[src/rtl/dti_apb_req_arbiter_if.sv]
// ============================================================================
// Module   : dti_apb_req_arbiter_if
// Brief    : APB3/APB4 completer-port bundle shared by the request arbiter.
// Revision : 1.0
// ============================================================================
`timescale 1ns/1ps
`default_nettype none

interface dti_apb_req_arbiter_if #(
  parameter int ADDR_WIDTH = 32,
  parameter int DATA_WIDTH = 32,
  parameter int STRB_WIDTH = DATA_WIDTH / 8
) ();
  logic                  PSEL;
  logic                  PENABLE;
  logic                  PWRITE;
  logic [ADDR_WIDTH-1:0] PADDR;
  logic [DATA_WIDTH-1:0] PWDATA;
  logic [STRB_WIDTH-1:0] PSTRB;
  logic [DATA_WIDTH-1:0] PRDATA;
  logic                  PREADY;
  logic                  PSLVERR;

  modport master (
    output PSEL, PENABLE, PWRITE, PADDR, PWDATA, PSTRB,
    input  PRDATA, PREADY, PSLVERR
  );

  modport slave (
    input  PSEL, PENABLE, PWRITE, PADDR, PWDATA, PSTRB,
    output PRDATA, PREADY, PSLVERR
  );
endinterface

`default_nettype wire

[src/rtl/dti_apb_req_arbiter.sv]
// ============================================================================
// Module   : dti_apb_req_arbiter
// Brief    : Round-robin arbiter sharing one APB completer among NUM_REQ users.
// Revision : 1.0
// ============================================================================
`timescale 1ns/1ps
`default_nettype none

module dti_apb_req_arbiter #(
  parameter int NUM_REQ    = 4,
  parameter int ADDR_WIDTH = 32,
  parameter int DATA_WIDTH = 32,
  parameter int STRB_WIDTH = DATA_WIDTH / 8
) (
  input  wire logic                           PCLK,
  input  wire logic                           PRESETn,
  input  wire logic [NUM_REQ-1:0]             req_valid,
  output logic      [NUM_REQ-1:0]             req_ready,
  input  wire logic [NUM_REQ-1:0]             req_write,
  input  wire logic [NUM_REQ*ADDR_WIDTH-1:0]  req_addr,
  input  wire logic [NUM_REQ*DATA_WIDTH-1:0]  req_wdata,
  input  wire logic [NUM_REQ*STRB_WIDTH-1:0]  req_strb,
  output logic      [NUM_REQ-1:0]             rsp_valid,
  output logic      [DATA_WIDTH-1:0]          rsp_rdata,
  output logic                                rsp_slverr,
  output logic      [$clog2(NUM_REQ)-1:0]     grant_id,
  dti_apb_req_arbiter_if.master               apb
);

  localparam int c_IDW = $clog2(NUM_REQ);

  typedef enum logic [1:0] {
    ST_IDLE   = 2'd0,
    ST_SETUP  = 2'd1,
    ST_ACCESS = 2'd2
  } state_t;

  state_t                r_state;
  state_t                w_next_state;

  logic [c_IDW-1:0]      r_ptr;
  logic [c_IDW-1:0]      r_grant;
  logic [c_IDW-1:0]      w_win_id;
  logic                  w_accept;
  logic                  w_complete;

  logic [ADDR_WIDTH-1:0] r_addr;
  logic                  r_write;
  logic [DATA_WIDTH-1:0] r_wdata;
  logic [STRB_WIDTH-1:0] r_strb;

  logic [NUM_REQ-1:0]    r_rsp_valid;
  logic [DATA_WIDTH-1:0] r_rsp_rdata;
  logic                  r_rsp_slverr;

  logic [ADDR_WIDTH-1:0] w_addr_arr  [NUM_REQ];
  logic [DATA_WIDTH-1:0] w_wdata_arr [NUM_REQ];
  logic [STRB_WIDTH-1:0] w_strb_arr  [NUM_REQ];

  generate
    for (genvar gi = 0; gi < NUM_REQ; gi++) begin : g_unpack
      assign w_addr_arr[gi]  = req_addr[gi*ADDR_WIDTH +: ADDR_WIDTH];
      assign w_wdata_arr[gi] = req_wdata[gi*DATA_WIDTH +: DATA_WIDTH];
      assign w_strb_arr[gi]  = req_strb[gi*STRB_WIDTH +: STRB_WIDTH];
    end
  endgenerate

  // (base + step) mod NUM_REQ without a divider; step never exceeds NUM_REQ.
  function automatic logic [c_IDW-1:0] rr_index(input logic [c_IDW-1:0] base,
                                                input int               step);
    logic [c_IDW:0] sum;
    sum = {1'b0, base} + (c_IDW+1)'(step);
    if (sum >= (c_IDW+1)'(NUM_REQ)) begin
      sum = sum - (c_IDW+1)'(NUM_REQ);
    end
    return sum[c_IDW-1:0];
  endfunction

  // Scan from farthest to nearest so the nearest valid after the pointer wins.
  always_comb begin
    w_win_id = r_ptr;
    for (int k = NUM_REQ; k >= 1; k--) begin
      if (req_valid[rr_index(r_ptr, k)]) begin
        w_win_id = rr_index(r_ptr, k);
      end
    end
  end

  assign w_accept   = (r_state == ST_IDLE) && (|req_valid);
  assign w_complete = (r_state == ST_ACCESS) && apb.PREADY;

  // Gated by reset so no requester sees an accept while the block is held.
  always_comb begin
    req_ready = '0;
    if (w_accept && PRESETn) begin
      req_ready[w_win_id] = 1'b1;
    end
  end

  always_comb begin
    w_next_state = r_state;
    case (r_state)
      ST_IDLE:   if (w_accept) w_next_state = ST_SETUP;
      ST_SETUP:  w_next_state = ST_ACCESS;
      ST_ACCESS: if (apb.PREADY) w_next_state = ST_IDLE;
      default:   w_next_state = ST_IDLE;
    endcase
  end

  always_ff @(posedge PCLK or negedge PRESETn) begin
    if (!PRESETn) begin
      r_state <= ST_IDLE;
    end else begin
      r_state <= w_next_state;
    end
  end

  always_ff @(posedge PCLK or negedge PRESETn) begin
    if (!PRESETn) begin
      r_ptr   <= c_IDW'(NUM_REQ - 1);
      r_grant <= '0;
      r_addr  <= '0;
      r_write <= 1'b0;
      r_wdata <= '0;
      r_strb  <= '0;
    end else if (w_accept) begin
      r_ptr   <= w_win_id;
      r_grant <= w_win_id;
      r_addr  <= w_addr_arr[w_win_id];
      r_write <= req_write[w_win_id];
      r_wdata <= req_write[w_win_id] ? w_wdata_arr[w_win_id] : '0;
      r_strb  <= req_write[w_win_id] ? w_strb_arr[w_win_id]  : '0;
    end
  end

  always_ff @(posedge PCLK or negedge PRESETn) begin
    if (!PRESETn) begin
      r_rsp_valid  <= '0;
      r_rsp_rdata  <= '0;
      r_rsp_slverr <= 1'b0;
    end else begin
      r_rsp_valid <= '0;
      if (w_complete) begin
        r_rsp_valid[r_grant] <= 1'b1;
        r_rsp_rdata          <= r_write ? '0 : apb.PRDATA;
        r_rsp_slverr         <= apb.PSLVERR;
      end
    end
  end

  assign apb.PSEL    = (r_state != ST_IDLE);
  assign apb.PENABLE = (r_state == ST_ACCESS);
  assign apb.PWRITE  = r_write;
  assign apb.PADDR   = r_addr;
  assign apb.PWDATA  = r_wdata;
  assign apb.PSTRB   = r_strb;

  assign rsp_valid  = r_rsp_valid;
  assign rsp_rdata  = r_rsp_rdata;
  assign rsp_slverr = r_rsp_slverr;
  assign grant_id   = r_grant;

endmodule

`default_nettype wire

[src/flat_wrapper.sv]
// flat-port wrapper written by rule: the top's interface ports become plain ports
module dti_apb_req_arbiter_flat 
#(
  parameter int NUM_REQ    = 4,
  parameter int ADDR_WIDTH = 32,
  parameter int DATA_WIDTH = 32,
  parameter int STRB_WIDTH = DATA_WIDTH / 8
)
  (PCLK, PRESETn, req_valid, req_ready, req_write, req_addr, req_wdata, req_strb, rsp_valid, rsp_rdata, rsp_slverr, grant_id, apb_PSEL, apb_PENABLE, apb_PWRITE, apb_PADDR, apb_PWDATA, apb_PSTRB, apb_PRDATA, apb_PREADY, apb_PSLVERR);
  dti_apb_req_arbiter_if #(.ADDR_WIDTH(ADDR_WIDTH), .DATA_WIDTH(DATA_WIDTH), .STRB_WIDTH(STRB_WIDTH)) apb_i ();
  input  wire logic PCLK;
  input  wire logic PRESETn;
  input  wire logic [NUM_REQ-1:0] req_valid;
  output logic      [NUM_REQ-1:0] req_ready;
  input  wire logic [NUM_REQ-1:0] req_write;
  input  wire logic [NUM_REQ*ADDR_WIDTH-1:0] req_addr;
  input  wire logic [NUM_REQ*DATA_WIDTH-1:0] req_wdata;
  input  wire logic [NUM_REQ*STRB_WIDTH-1:0] req_strb;
  output logic      [NUM_REQ-1:0] rsp_valid;
  output logic      [DATA_WIDTH-1:0] rsp_rdata;
  output logic rsp_slverr;
  output logic      [$clog2(NUM_REQ)-1:0] grant_id;
  output wire logic [$bits(apb_i.PSEL)-1:0] apb_PSEL;
  output wire logic [$bits(apb_i.PENABLE)-1:0] apb_PENABLE;
  output wire logic [$bits(apb_i.PWRITE)-1:0] apb_PWRITE;
  output wire logic [$bits(apb_i.PADDR)-1:0] apb_PADDR;
  output wire logic [$bits(apb_i.PWDATA)-1:0] apb_PWDATA;
  output wire logic [$bits(apb_i.PSTRB)-1:0] apb_PSTRB;
  input wire logic [$bits(apb_i.PRDATA)-1:0] apb_PRDATA;
  input wire logic [$bits(apb_i.PREADY)-1:0] apb_PREADY;
  input wire logic [$bits(apb_i.PSLVERR)-1:0] apb_PSLVERR;
  assign apb_PSEL = apb_i.PSEL;
  assign apb_PENABLE = apb_i.PENABLE;
  assign apb_PWRITE = apb_i.PWRITE;
  assign apb_PADDR = apb_i.PADDR;
  assign apb_PWDATA = apb_i.PWDATA;
  assign apb_PSTRB = apb_i.PSTRB;
  assign apb_i.PRDATA = apb_PRDATA;
  assign apb_i.PREADY = apb_PREADY;
  assign apb_i.PSLVERR = apb_PSLVERR;
  dti_apb_req_arbiter #(.NUM_REQ(NUM_REQ), .ADDR_WIDTH(ADDR_WIDTH), .DATA_WIDTH(DATA_WIDTH), .STRB_WIDTH(STRB_WIDTH)) u_core (.PCLK(PCLK), .PRESETn(PRESETn), .req_valid(req_valid), .req_ready(req_ready), .req_write(req_write), .req_addr(req_addr), .req_wdata(req_wdata), .req_strb(req_strb), .rsp_valid(rsp_valid), .rsp_rdata(rsp_rdata), .rsp_slverr(rsp_slverr), .grant_id(grant_id), .apb(apb_i));
endmodule
[config.mk]
export PLATFORM = sky130hd
export DESIGN_NAME = dti_apb_req_arbiter_flat
export DESIGN_NICKNAME = d
export VERILOG_FILES = /design/src/rtl/dti_apb_req_arbiter_if.sv /design/src/rtl/dti_apb_req_arbiter.sv /design/src/flat_wrapper.sv
export SDC_FILE = /design/constraint.sdc
export NUM_CORES = 1
export LEC_CHECK = 0
export ABC_AREA = 1
export CAP_MARGIN = 20
export CORE_AREA = 2 2 166 168
export CTS_BUF_LIST = sky130_fd_sc_hd__clkbuf_4 sky130_fd_sc_hd__clkbuf_8 sky130_fd_sc_hd__clkbuf_16
export DETAILED_ROUTE_END_ITERATION = 10
export DIE_AREA = 0 0 168 170
export GPL_ROUTABILITY_DRIVEN = 1
export MAX_ROUTING_LAYER = met4
export PLACE_DENSITY = 0.65
export SLEW_MARGIN = 20
export SYNTH_ARGS = -nofsm -noshare
export SYNTH_HDL_FRONTEND = slang
export SYNTH_SLANG_ARGS = --single-unit
[constraint.sdc]
create_clock -name PCLK -period 2.6 [get_ports PCLK]
set_clock_uncertainty 0.1 [all_clocks]
set_input_delay 0.26 -clock PCLK [delete_from_list [all_inputs] [get_ports PCLK]]
set_output_delay 0.26 -clock PCLK [all_outputs]
set_load 0.01 [all_outputs]
==> results.toml <==
[layout]
final_core_util_pct = 46.5
area_delta_synth_final_pct = 71.5
nets = 1903
nFillCells = 2785
final_layout_size_suffix_gt1_share_pct = 5.72
fin_cells = 1936

[route]
finalWirelength_um = 30600
drtAntennaViolNets = 0
route.detailed.wl_per_inst_um = 15.8
dr_total_vias = 8801
drc = 0
drtPass1Iterations = 4
routed_via_density = 4.55
drtIter0Drc = 397

[power]
ir_worst_vdd_mv = 0.898
power_density_mw_per_mm2 = 1420
leakage_uw = 0.00631

[critical_path]
cp-start-kind = "flip-flop"
end_kind = "primary output"
critPathKind = "reg -> out"
arrival_ps = 2100
required_ps = 2240
worstPathMaxFanout = 7

[timing]
fin_crit_sh_pct = 94.7
post-route-min-period_ps = 2460
hold-worst-slack_ps = 139
fmax_ghz = 0.406
hold_viol_final = 0
slew_headroom_pct = 41.5
worstMarginPinSlew_ps = 878
slew_viol_final = 0
setup_viol = 0

[clock_tree]
h-tree-depth = 3
cts.path.max_buffers = 2
numClockSinks = 112
root_buffer = "clkbuf_16"
cts_made_buffers = 9
cts_tree = "built"
cts.clk_slew.worst_paths_ps = 90
clock_latency_ps = 360

[die]
ios = 430
initial_utilization_pct = 27.1
die-area_mm2 = 0.0286
die_w_um = 168
num_rows = 60
die_height_um = 170
core-area_mm2 = 0.0267

[global_route]
grt_pass1_wl_um = 44800
grt.total_usage_pct = 20.5
antenna_found_initial = 3
grt_overflow = 0
grt_max_degree = 73
grt_pass1_vias = 8298

[placement]
portBuffers = 429
place_congestion = 0.866
dp.final_hpwl_um = 22200
placed_cells = 1912

[job]
maxCapViolCount = 0

[outcome]
status = "finished clean"

[synthesis]
postSynthCellCount = 1189
syn_area_per_cell_um2 = 6.08
synth_area_mm2 = 0.00723
yosysWarnings = 0
ys_ff_latch = 112
seq_area_frac_synth_pct = 38.8
synth_nets = 1505
synth_cell_types = 23

[hold_path]
worstHoldPathType = "in -> async"
[critical path: stages (launching register included)]
cell and delay (ps):
dfstp_2 630, inv_4 70, nand2_1 80, nand2_2 70, nand2_2 70, nand2_1 70
inv_2 70, buf_4 110, nand3_4 100, nand2_8 110, inv_4 60, nor3_4 150
buf_4 150
[logic make-up after synthesis]
kind of cell / share of synthesized area, %
AOI/OAI and AO/OA: 2.86
DFF: 38.8
and+or+nand+nor: 51.3
muxes: 0.156
buffers and inverters: 6.85
[placed cells by master, fill, tap and decap left out, drive strengths merged, types with 2 or more instances in the layout]
cell,netlist,layout
diode,0,3
dfstp,2,2
nor3,8,8
buf,48,39
clkbuf,33,13
o21ai,38,38
nand3,112,112
inv,14,20
nor2,6,6
clkdlybuf4s50,0,424
nand2,814,814
dfrtp,110,110
[state kept, by name, indices dropped and copies added (netlist names)]
name and count:
u_core.apb.PADDR 32, u_core.apb.PWDATA 32, u_core.rsp_rdata 32, u_core.apb.PSTRB 4, u_core.rsp_valid 4, u_core.grant_id 2
u_core.r_ptr 2, u_core.r_state 2, u_core.apb.PWRITE 1, u_core.rsp_slverr 1
[per-layer routing]
layer | share of wire [%] | vias to the layer above | routed length, µm | global-route usage [%]
li1 | - | 4460 | - | -
met1 | 43 | 3989 | 13200 | 25.1
met2 | 49 | 316 | 15000 | 34.3
met3 | 5.6 | 36 | 1700 | 3.63
met4 | 2.3 | 0 | 694 | 6.77
met5 | 0 | - | 0 | -
[synthesized netlist by cell type]
cell      count  area share (%)
nand3_1     111             7.7
buf_4        16             1.7
and2_1        1           0.087
nor2_1        6            0.31
dfstp_2       2            0.73
nand2_1     810              42
mux2_2        1            0.16
nand2_4       1            0.16
nand2_2       3            0.26
buf_1         1           0.052
nand3_2       1            0.14
dfrtp_1     110              38
o21ai_4       1            0.23
o21ai_0      37             2.6
nor3_1        8            0.55
nor4_1        1           0.087
clkbuf_1     33             1.7
a21oi_1       1           0.069
inv_4         1           0.087
inv_1         8            0.42
buf_2        25             1.7
inv_2         5            0.26
buf_6         6            0.93
[layout make-up]
| class | count | area [µm²] | share of cell area (%) |
|---|---|---|---|
| Clock inverter | 7 | 96.3 | 0.777 |
| Clock buffer | 9 | 225 | 1.82 |
| Inverter | 14 | 57.6 | 0.464 |
| Tap cell | 341 | 427 | 3.44 |
| Multi-Input combinational cell | 982 | 4020 | 32.4 |
| Antenna cell | 3 | 7.51 | 0.0606 |
| Sequential cell | 112 | 2810 | 22.6 |
| Timing Repair Buffer | 468 | 4760 | 38.4 |
[report_power, final]
group	leakage (µW)	internal [µW]	switching (µW)
registers	0.00144	2490	405
logic	0.00471	5170	8040
clock network	0.000156	719	823
total	0.00631	8380	9270
[final timing paths]
kind                                       from               endpoint  slack [ps]  cells past startpoint
max in group asynchronous               PRESETn  u_core.apb.PWDATA[12]        1190                      3
hold / removal                          PRESETn   u_core.apb.PADDR[21]         140                      2
setup / recovery                u_core.r_ptr[0]           req_ready[0]         140                     12
min in group PCLK                 apb_PRDATA[2]    u_core.rsp_rdata[2]         360                      3
setup reg to reg                u_core.r_ptr[0]   u_core.apb.PWDATA[1]         150                     16
hold reg to reg            u_core.apb.PADDR[19]   u_core.apb.PADDR[19]         380                      2
[what timing repair did]
action                                  in CTS  in global routing
gates cloned                                 0                  3
endpoints found under the setup margin       4                 73
buffers inserted                             0                  1
pin swaps                                    0                  9
gates resized for setup                     18                 35
hold endpoints to repair                    33                  0
hold buffers                                 1                  0
[per-stage QoR]
stage / setup slack [ps] / cell area (µm²) / setup TNS, ps / power [µW]
after floorplan: 321 / 7230 / 0 / 11000
after global placement: -78.1 / 11900 / -408 / 15400
after detailed placement: -60.0 / 11900 / -273 / 15500
after CTS: 7.95 / 12200 / 0 / 17100
after global routing: -3.29 / 12400 / -3.29 / 19400
final: 138 / 12400 / 0 / 17700
(Power assumes the default switching activity.)
